`config.mk`:
```
export PLATFORM = sky130hd
export DESIGN_NAME = sweep_sequencer
export DESIGN_NICKNAME = d
export VERILOG_FILES = /design/src/rtl/sweep_sequencer.sv
export SDC_FILE = /design/constraint.sdc
export NUM_CORES = 1
export LEC_CHECK = 0
export CORE_UTILIZATION = 47
export DETAILED_ROUTE_END_ITERATION = 7
export GPL_TIMING_DRIVEN = 0
export PLACE_DENSITY = 0.69
export SYNTH_ARGS = -nofsm -noshare
export SYNTH_HDL_FRONTEND = slang
export SYNTH_SLANG_ARGS = --single-unit
```
`constraint.sdc`:
```
create_clock -name i_stepCLK -period 2.7 [get_ports i_stepCLK]
set_clock_uncertainty 0.05 [all_clocks]
set_input_delay 0.27 -clock i_stepCLK [delete_from_list [all_inputs] [get_ports i_stepCLK]]
set_output_delay 0.27 -clock i_stepCLK [all_outputs]
set_load 0.01 [all_outputs]
```
`src/rtl/sweep_sequencer.sv`:
```
// Multi-segment sweep sequencer: steps through a small table of sweep
// configurations, handing each one to the sweep datapath in turn.
module sweep_sequencer #(
    parameter int NSEG = 4
) (
    input  logic        i_stepCLK,
    input  logic        i_reset,
    input  logic        i_cfgWe,
    input  logic [1:0]  i_cfgSeg,
    input  logic [2:0]  i_cfgSel,
    input  logic [11:0] i_cfgData,
    input  logic [1:0]  i_numSeg,
    input  logic        i_loop,
    input  logic        i_go,
    input  logic        i_abort,
    input  logic        i_swStepping,
    output logic        o_swReset,
    output logic        o_swUpdir,
    output logic [11:0] o_swStart,
    output logic [11:0] o_swStep,
    output logic [11:0] o_swSteps,
    output logic [11:0] o_swRepeats,
    output logic [1:0]  o_segIdx,
    output logic        o_busy,
    output logic        o_done
);

    typedef enum logic [1:0] {IDLE, LOAD, RUN} state_t;

    state_t      state, state_n;
    logic [1:0]  seg_n;
    logic        done_n;
    logic        seg_end;
    logic [12:0] pulse_cnt;

    logic [11:0] tbl_start   [NSEG];
    logic [11:0] tbl_step    [NSEG];
    logic [11:0] tbl_steps   [NSEG];
    logic [11:0] tbl_repeats [NSEG];
    logic        tbl_updir   [NSEG];

    always_comb begin
        state_n = state;
        seg_n   = o_segIdx;
        done_n  = 1'b0;
        seg_end = (state == RUN) && i_swStepping && (pulse_cnt == {1'b0, o_swSteps});
        case (state)
            IDLE: begin
                if (i_go && !i_abort) begin
                    state_n = LOAD;
                    seg_n   = '0;
                end
            end
            LOAD: state_n = i_abort ? IDLE : RUN;
            RUN: begin
                if (i_abort) begin
                    state_n = IDLE;
                end else if (seg_end) begin
                    if (o_segIdx < i_numSeg) begin
                        state_n = LOAD;
                        seg_n   = o_segIdx + 2'd1;
                    end else if (i_loop) begin
                        state_n = LOAD;
                        seg_n   = '0;
                    end else begin
                        state_n = IDLE;
                        done_n  = 1'b1;
                    end
                end
            end
            default: state_n = IDLE;
        endcase
    end

    // Outputs are registered from the next-state decision, so the entry is
    // already presented on o_sw* during the LOAD cycle itself.
    always_ff @(posedge i_stepCLK) begin
        if (i_reset) begin
            state       <= IDLE;
            o_swReset   <= 1'b1;
            o_busy      <= 1'b0;
            o_done      <= 1'b0;
            o_segIdx    <= '0;
            o_swUpdir   <= 1'b0;
            o_swStart   <= '0;
            o_swStep    <= '0;
            o_swSteps   <= '0;
            o_swRepeats <= '0;
            pulse_cnt   <= '0;
        end else begin
            state     <= state_n;
            o_swReset <= (state_n != RUN);
            o_busy    <= (state_n != IDLE);
            o_done    <= done_n;
            if (state_n == LOAD) begin
                o_segIdx <= seg_n;
                if (int'(seg_n) < NSEG) begin
                    o_swUpdir   <= tbl_updir[seg_n];
                    o_swStart   <= tbl_start[seg_n];
                    o_swStep    <= tbl_step[seg_n];
                    o_swSteps   <= tbl_steps[seg_n];
                    o_swRepeats <= tbl_repeats[seg_n];
                end else begin
                    o_swUpdir   <= 1'b0;
                    o_swStart   <= '0;
                    o_swStep    <= '0;
                    o_swSteps   <= '0;
                    o_swRepeats <= '0;
                end
            end
            if (state == LOAD)
                pulse_cnt <= '0;
            else if (state == RUN && i_swStepping && pulse_cnt != 13'd4096)
                pulse_cnt <= pulse_cnt + 13'd1;
        end
    end

    always_ff @(posedge i_stepCLK) begin
        if (i_reset) begin
            for (int unsigned i = 0; i < NSEG; i++) begin
                tbl_start[i]   <= '0;
                tbl_step[i]    <= '0;
                tbl_steps[i]   <= '0;
                tbl_repeats[i] <= '0;
                tbl_updir[i]   <= 1'b0;
            end
        end else if (i_cfgWe && int'(i_cfgSeg) < NSEG) begin
            case (i_cfgSel)
                3'd0: tbl_start[i_cfgSeg]   <= i_cfgData;
                3'd1: tbl_step[i_cfgSeg]    <= i_cfgData;
                3'd2: tbl_steps[i_cfgSeg]   <= i_cfgData;
                3'd3: tbl_repeats[i_cfgSeg] <= i_cfgData;
                3'd4: tbl_updir[i_cfgSeg]   <= i_cfgData[0];
                default: ;
            endcase
        end
    end

endmodule

```
# After elaboration in Yosys (flattened, before gate mapping)
# Memory sizes are Yosys's and may differ from the RTL's. A register that Yosys moved wholly into a read port is not among the register bits.
# Cells that the tools add are included.
[op_classes] addsub=2 n_lt_le_gt_ge=1 eq_ne=10 mux=51 n_bitwise=2 reduce_logical=15
[ops] cell="12-bit 2-to-1 mux" n=4
[ops] cell="12-bit OR reduction" n=4
[ops] cell="1-bit 2-to-1 mux" n=31
[ops] cell="2-bit 2-to-1 mux" n=14
[ops] cell="13-bit by 1-bit adder with 13-bit output, second input constant" n=1
[ops] cell="13-bit by 12-bit equality test with 1-bit output" n=1
[ops] cell="13-bit inequality test, second input constant" n=1
[ops] cell="3-bit by 2-bit equality test with 1-bit output, second input constant" n=2
[ops] cell="2-bit one-hot mux with 3 select lines" n=1
[ops] cell="5-bit OR reduction" n=1
[ops] cell="2-bit by 1-bit equality test with 1-bit output, second input constant" n=2
[ops] cell="1-bit logical AND" n=4
[ops] cell="2-bit one-hot mux with 2 select lines" n=1
[ops] cell="3-bit by 1-bit equality test with 1-bit output, second input constant" n=1
[ops] cell="3-bit equality test, second input constant" n=1
[ops] cell="3-bit logical NOT" n=1
[ops] cell="2-bit by 1-bit adder with 2-bit output, second input constant" n=1
[ops] cell="2-bit equality test, second input constant" n=1
[ops] cell="2-bit logical NOT" n=1
[ops] cell="2-bit less-than comparator" n=1
[ops] cell="2-bit inequality test, second input constant" n=1
[ops] cell="1-bit inverter" n=2
[ops] cell="2-bit nonzero test" n=1
[ops] cell="2-bit OR reduction" n=1
[ops] cell="other kinds (2)" n=2
[totals] regBits=20 ram_bits=196 out_inout_bits=54 elab_cells=92 memories=5
[memory_table] memory="tbl_repeats" depth=4 word_bits=12 rd=1 rd_ports_with_merged_regs=1 wr=4 line="39" rtl="logic [11:0] tbl_repeats [NSEG];"
[memory_table] memory="tbl_start" depth=4 word_bits=12 rd=1 rd_ports_with_merged_regs=1 wr=4 line="36" rtl="logic [11:0] tbl_start [NSEG];"
[memory_table] memory="tbl_step" depth=4 word_bits=12 rd=1 rd_ports_with_merged_regs=1 wr=4 line="37" rtl="logic [11:0] tbl_step [NSEG];"
[memory_table] memory="tbl_steps" depth=4 word_bits=12 rd=1 rd_ports_with_merged_regs=1 wr=4 line="38" rtl="logic [11:0] tbl_steps [NSEG];"
[memory_table] memory="tbl_updir" depth=4 word_bits=1 rd=1 rd_ports_with_merged_regs=1 wr=4 line="40" rtl="logic tbl_updir [NSEG];"

# Depth between registers and ports, before layout
[logic_depth] word_depth=7 ltp_mapped=11

# Worst setup path before layout
# No wires, ideal clock.
[synth_timing] path_type="flip-flop to flip-flop" startpoint="register pulse_cnt[6]" endpoint="register o_swStep[2], read port of tbl_step" setup_ns=0.129 arrival_time_ns=2.499 required_time_ns=2.521 setup_slack_ns=0.022 stages_incl_launch_ff=12 path_cell_list="dfxtp_1 buf_2 xor2_1 or4_4 nor4_4 a21oi_2 a21boi_1 buf_4 buf_8 buf_12 mux2i_1 o221ai_2"
[synth_via] elab_chain_cells=6
[synth_lines] element="start: declaration" line="34" rtl="logic [12:0] pulse_cnt;"
[synth_lines] element="start signal: assignment" line="114" rtl="pulse_cnt <= pulse_cnt + 13'd1;"
[synth_lines] element="13-bit by 12-bit equality test with 1-bit output (*)" line="46" rtl="seg_end = (state == RUN) && i_swStepping && (pulse_cnt == {1'b0, o_swSteps});"
[synth_lines] element="1-bit logical AND (*)" line="46"
[synth_lines] element="2-bit 2-to-1 mux" line="58" rtl="end else if (seg_end) begin"
[synth_lines] element="2-bit 2-to-1 mux" line="56" rtl="if (i_abort) begin"
[synth_lines] element="2-bit one-hot mux with 3 select lines" line="47" rtl="case (state)"
[synth_lines] element="2-bit by 1-bit equality test with 1-bit output" line="95" rtl="if (state_n == LOAD) begin"
[synth_lines] element="end: declaration" line="20" rtl="output logic [11:0] o_swStep,"
# Mark *: on every way between the ends. The rest lies on a longest branch, timed or not.
# A chain may end at the register's enable or synchronous reset.

# Final worst setup path
[layout_timing] startpoint="register pulse_cnt[8]" endpoint="register o_swSteps[9], read port of tbl_steps"
[layout_via] elab_chain_cells=6
[layout_lines] element="13-bit by 12-bit equality test with 1-bit output (*)" line="46"
[layout_lines] element="1-bit logical AND (*)" line="46"
[layout_lines] element="2-bit 2-to-1 mux" line="58"
[layout_lines] element="2-bit 2-to-1 mux" line="56"
[layout_lines] element="2-bit one-hot mux with 3 select lines" line="47"
[layout_lines] element="2-bit by 1-bit equality test with 1-bit output" line="95"
[layout_lines] element="end: declaration" line="21" rtl="output logic [11:0] o_swSteps,"
# Marked as above.

==> results.tsv <==
metric	value	unit
synth.top_cells.by_count	edfxtp_1, and2_1, mux2i_1, dfxtp_1	
io_pins	80	
globalRouteTotalUtil	0.2394	
arrival	3.27	ns
yosysTopAreaCell	edfxtp_1	
ir_drop	0.0004304	V
area_delta_synth_final	28.40	%
wl_per_cell	21.80	um
drc	0	
r2r.worst_path.cells	10	
fmax	350.1	MHz
clock-sinks	265	
pwr-share-comb	0.068	
drive_above_1_share	0.2002	
port_buffers	78	
criticalPathCategory	flop to flop	
required	3.11	ns
status	finished with violations	
grt_pass1_vias	7824	
holdWs	0.3989	ns
avgSynthCellArea	13.00	um^2
violations	negative setup slack	
netlist-cell-type-count	52	
cts.hold.buffers_added	0	
placementRows	57	
hold_viol	0	
synth_area_leaders	edfxtp_1, dfxtp_1, and2_1, mux2i_1, o221ai_2	
p_per_area	613.4	mW/mm^2
grt_max_degree	15	
yosysTopAreaCellShare	0.5081	
p_switching	2.041	mW
drt_iter0_drc	803	
insertion_delay	0.54	ns
htree_levels	1	
syn_inst	891	
postRouteAntennaNets	0	
max_slew_margin	0.4350	
numCtsBuffers	28	
yosys_register_bits	265	
place_area	0.01293	mm^2
finalWirelength	30420	um
crit_path_max_fanout	8	
first_pass_iters	5	
power.internal	7.082	mW
p_leak	5.715	nW
min_path_type	input port to flop	
num_vias	7680	
swShare	0.2237	
die_height	159.0	um
finalSetupViolations	49	
cts.clk_slew.worst_paths	0.06	ns
overflow	0	
utilization	0.6134	
grt_setup_unrepaired	true	
synthArstFlopShare	0	
cts_tree	yes	
worstMarginPinSlew	0.8357	ns
syn_nets	920	
antenna_found_initial	2	
r2r_slack	-0.16	ns
die_x	159.0	um
min_period	2.856	ns
min_path_cells	2	
hpwl	19200	um
post-route-period-util	1.058	
vias_per_cell	5.505	
grt_pass1_wl	45840	um
endpoint_kind	flop	
ys_warn_count	0	
p_seq_frac	0.512	
syn_area	0.01158	mm^2
maxCapViolCount	0	
synth_seq_area_share	0.6273	
final_nets	1076	
slew_viol_final	0	
clock_tree.buffer_depth	3	
yosys_most_used_dff	edfxtp_1	
yosysMostFrequentCell	edfxtp_1	
gp_congestion	0.8328	
p_clk_frac	0.420	
startpoint_type	flop	
finish.instance_area	0.01487	mm^2
fin_ws	-0.1564	ns
start_util	0.4777	
synth-edff-count	196	
root_buffer	clkbuf_16	
core_area	0.02425	mm^2
die_area	0.02528	mm^2
timing repair:
action                                  CTS  global route
endpoints found under the hold margin     0             0
resized for setup                       106            42
endpoints found under the setup margin   49            49
gates cloned                              3             2
setup buffers                            27             7
pin swaps                                19            11
layout make-up:
cell class	instances	area, um^2
inverter	10	37.54
fill	1872	9375
sequential	265	7293
timing repair buffer	130	1326
multi-input combinational	549	4375
tap	324	405.4
clock inverter	10	117.6
antenna	2	5.005
buffer	63	509.2
clock buffer	42	803.3
per-stage QoR:
step	power, mW	setup WS [ns]	instances	TNS, ns
final	9.123	-0.1564	1395	-4.586
after global routing	9.366	-0.2285	1393	-8.440
after CTS	9.107	-0.1141	1386	-3.572
after detailed placement	5.292	-0.7578	1309	-39.56
after global placement	5.252	-1.043	1293	-162.42
after floorplan	4.981	0.02176	891	0
worst paths after layout:
kind / startpoint / end
setup / recovery: pulse_cnt[8] / o_swSteps[9]
hold / removal: i_abort / o_done
setup reg to reg: pulse_cnt[8] / o_swSteps[9]
hold reg to reg: o_swStep[3] / o_swStep[3]
power groups by stage:
| stage | Sequential, mW | Clock (mW) | Combinational (mW) |
|---|---|---|---|
| floorplan | 4.73 | 0 | 0.250 |
| global placement | 4.73 | 0 | 0.518 |
| detailed placement | 4.73 | 0 | 0.557 |
| CTS | 4.66 | 3.85 | 0.596 |
| global route | 4.69 | 4.02 | 0.660 |
| finish | 4.67 | 3.83 | 0.624 |
worst max-delay path, stage by stage, from the launching register on:
cell	delay [ns]
dfxtp_4	0.36
xor2_1	0.16
or4_4	0.55
nor4_4	0.38
buf_4	0.19
a31oi_4	0.08
a211o_4	0.36
nand2b_4	0.19
buf_12	0.16
clkbuf_16	0.16
o221ai_2	0.13
per-layer routing:
metal | global-route usage | wire (um) | up-vias
met5 | 0 | 0 | -
met4 | 0.07955 | 779 | 0
met3 | 0.03517 | 1883 | 59
met2 | 0.4011 | 14860 | 267
met1 | 0.3205 | 12890 | 3807
li1 | - | - | 3547
logic make-up (layout without fill, tap and decap cells):
group,after synthesis,count (layout),synth area share
and+or+nand+nor,340,340,0.1683
DFF,265,265,0.6273
muxes,99,99,0.08555
AOI/OAI and AO/OA,82,82,0.06384
buffers and inverters,77,255,0.03284
xor gates and xnor gates,25,25,0.01890
adders and majority gates,3,3,0.003241
other,0,2,0
placed cells by master, fill, tap and decap left out, drive strengths merged, types with 3 or more instances in the layout:
cell / Yosys / routed
nor4: 6 / 6
or3: 4 / 4
ha: 3 / 3
nand3b: 3 / 3
nand3: 19 / 19
and2: 193 / 193
nor2: 36 / 36
o21ai: 21 / 21
dfxtp: 69 / 69
xor2: 15 / 15
nand2b: 5 / 5
mux2i: 99 / 99
xnor2: 10 / 10
a21oi: 3 / 3
buf: 19 / 68
nor2b: 3 / 3
clkinv: 1 / 8
clkbuf: 48 / 89
nand2: 47 / 47
o221ai: 49 / 49
edfxtp: 196 / 196
nand4: 9 / 9
clkdlybuf4s50: 0 / 78
nor4b: 3 / 3
inv: 9 / 9
sequential cells by signal, indices dropped and copies added (netlist names), 4 cells and up:
signal	cells
tbl_repeats	48
o_swRepeats	12
tbl_start	48
o_swStart	12
tbl_updir	4
o_swSteps	12
tbl_steps	48
pulse_cnt	13
o_swStep	12
tbl_step	48
(Power assumes the default switching activity.)
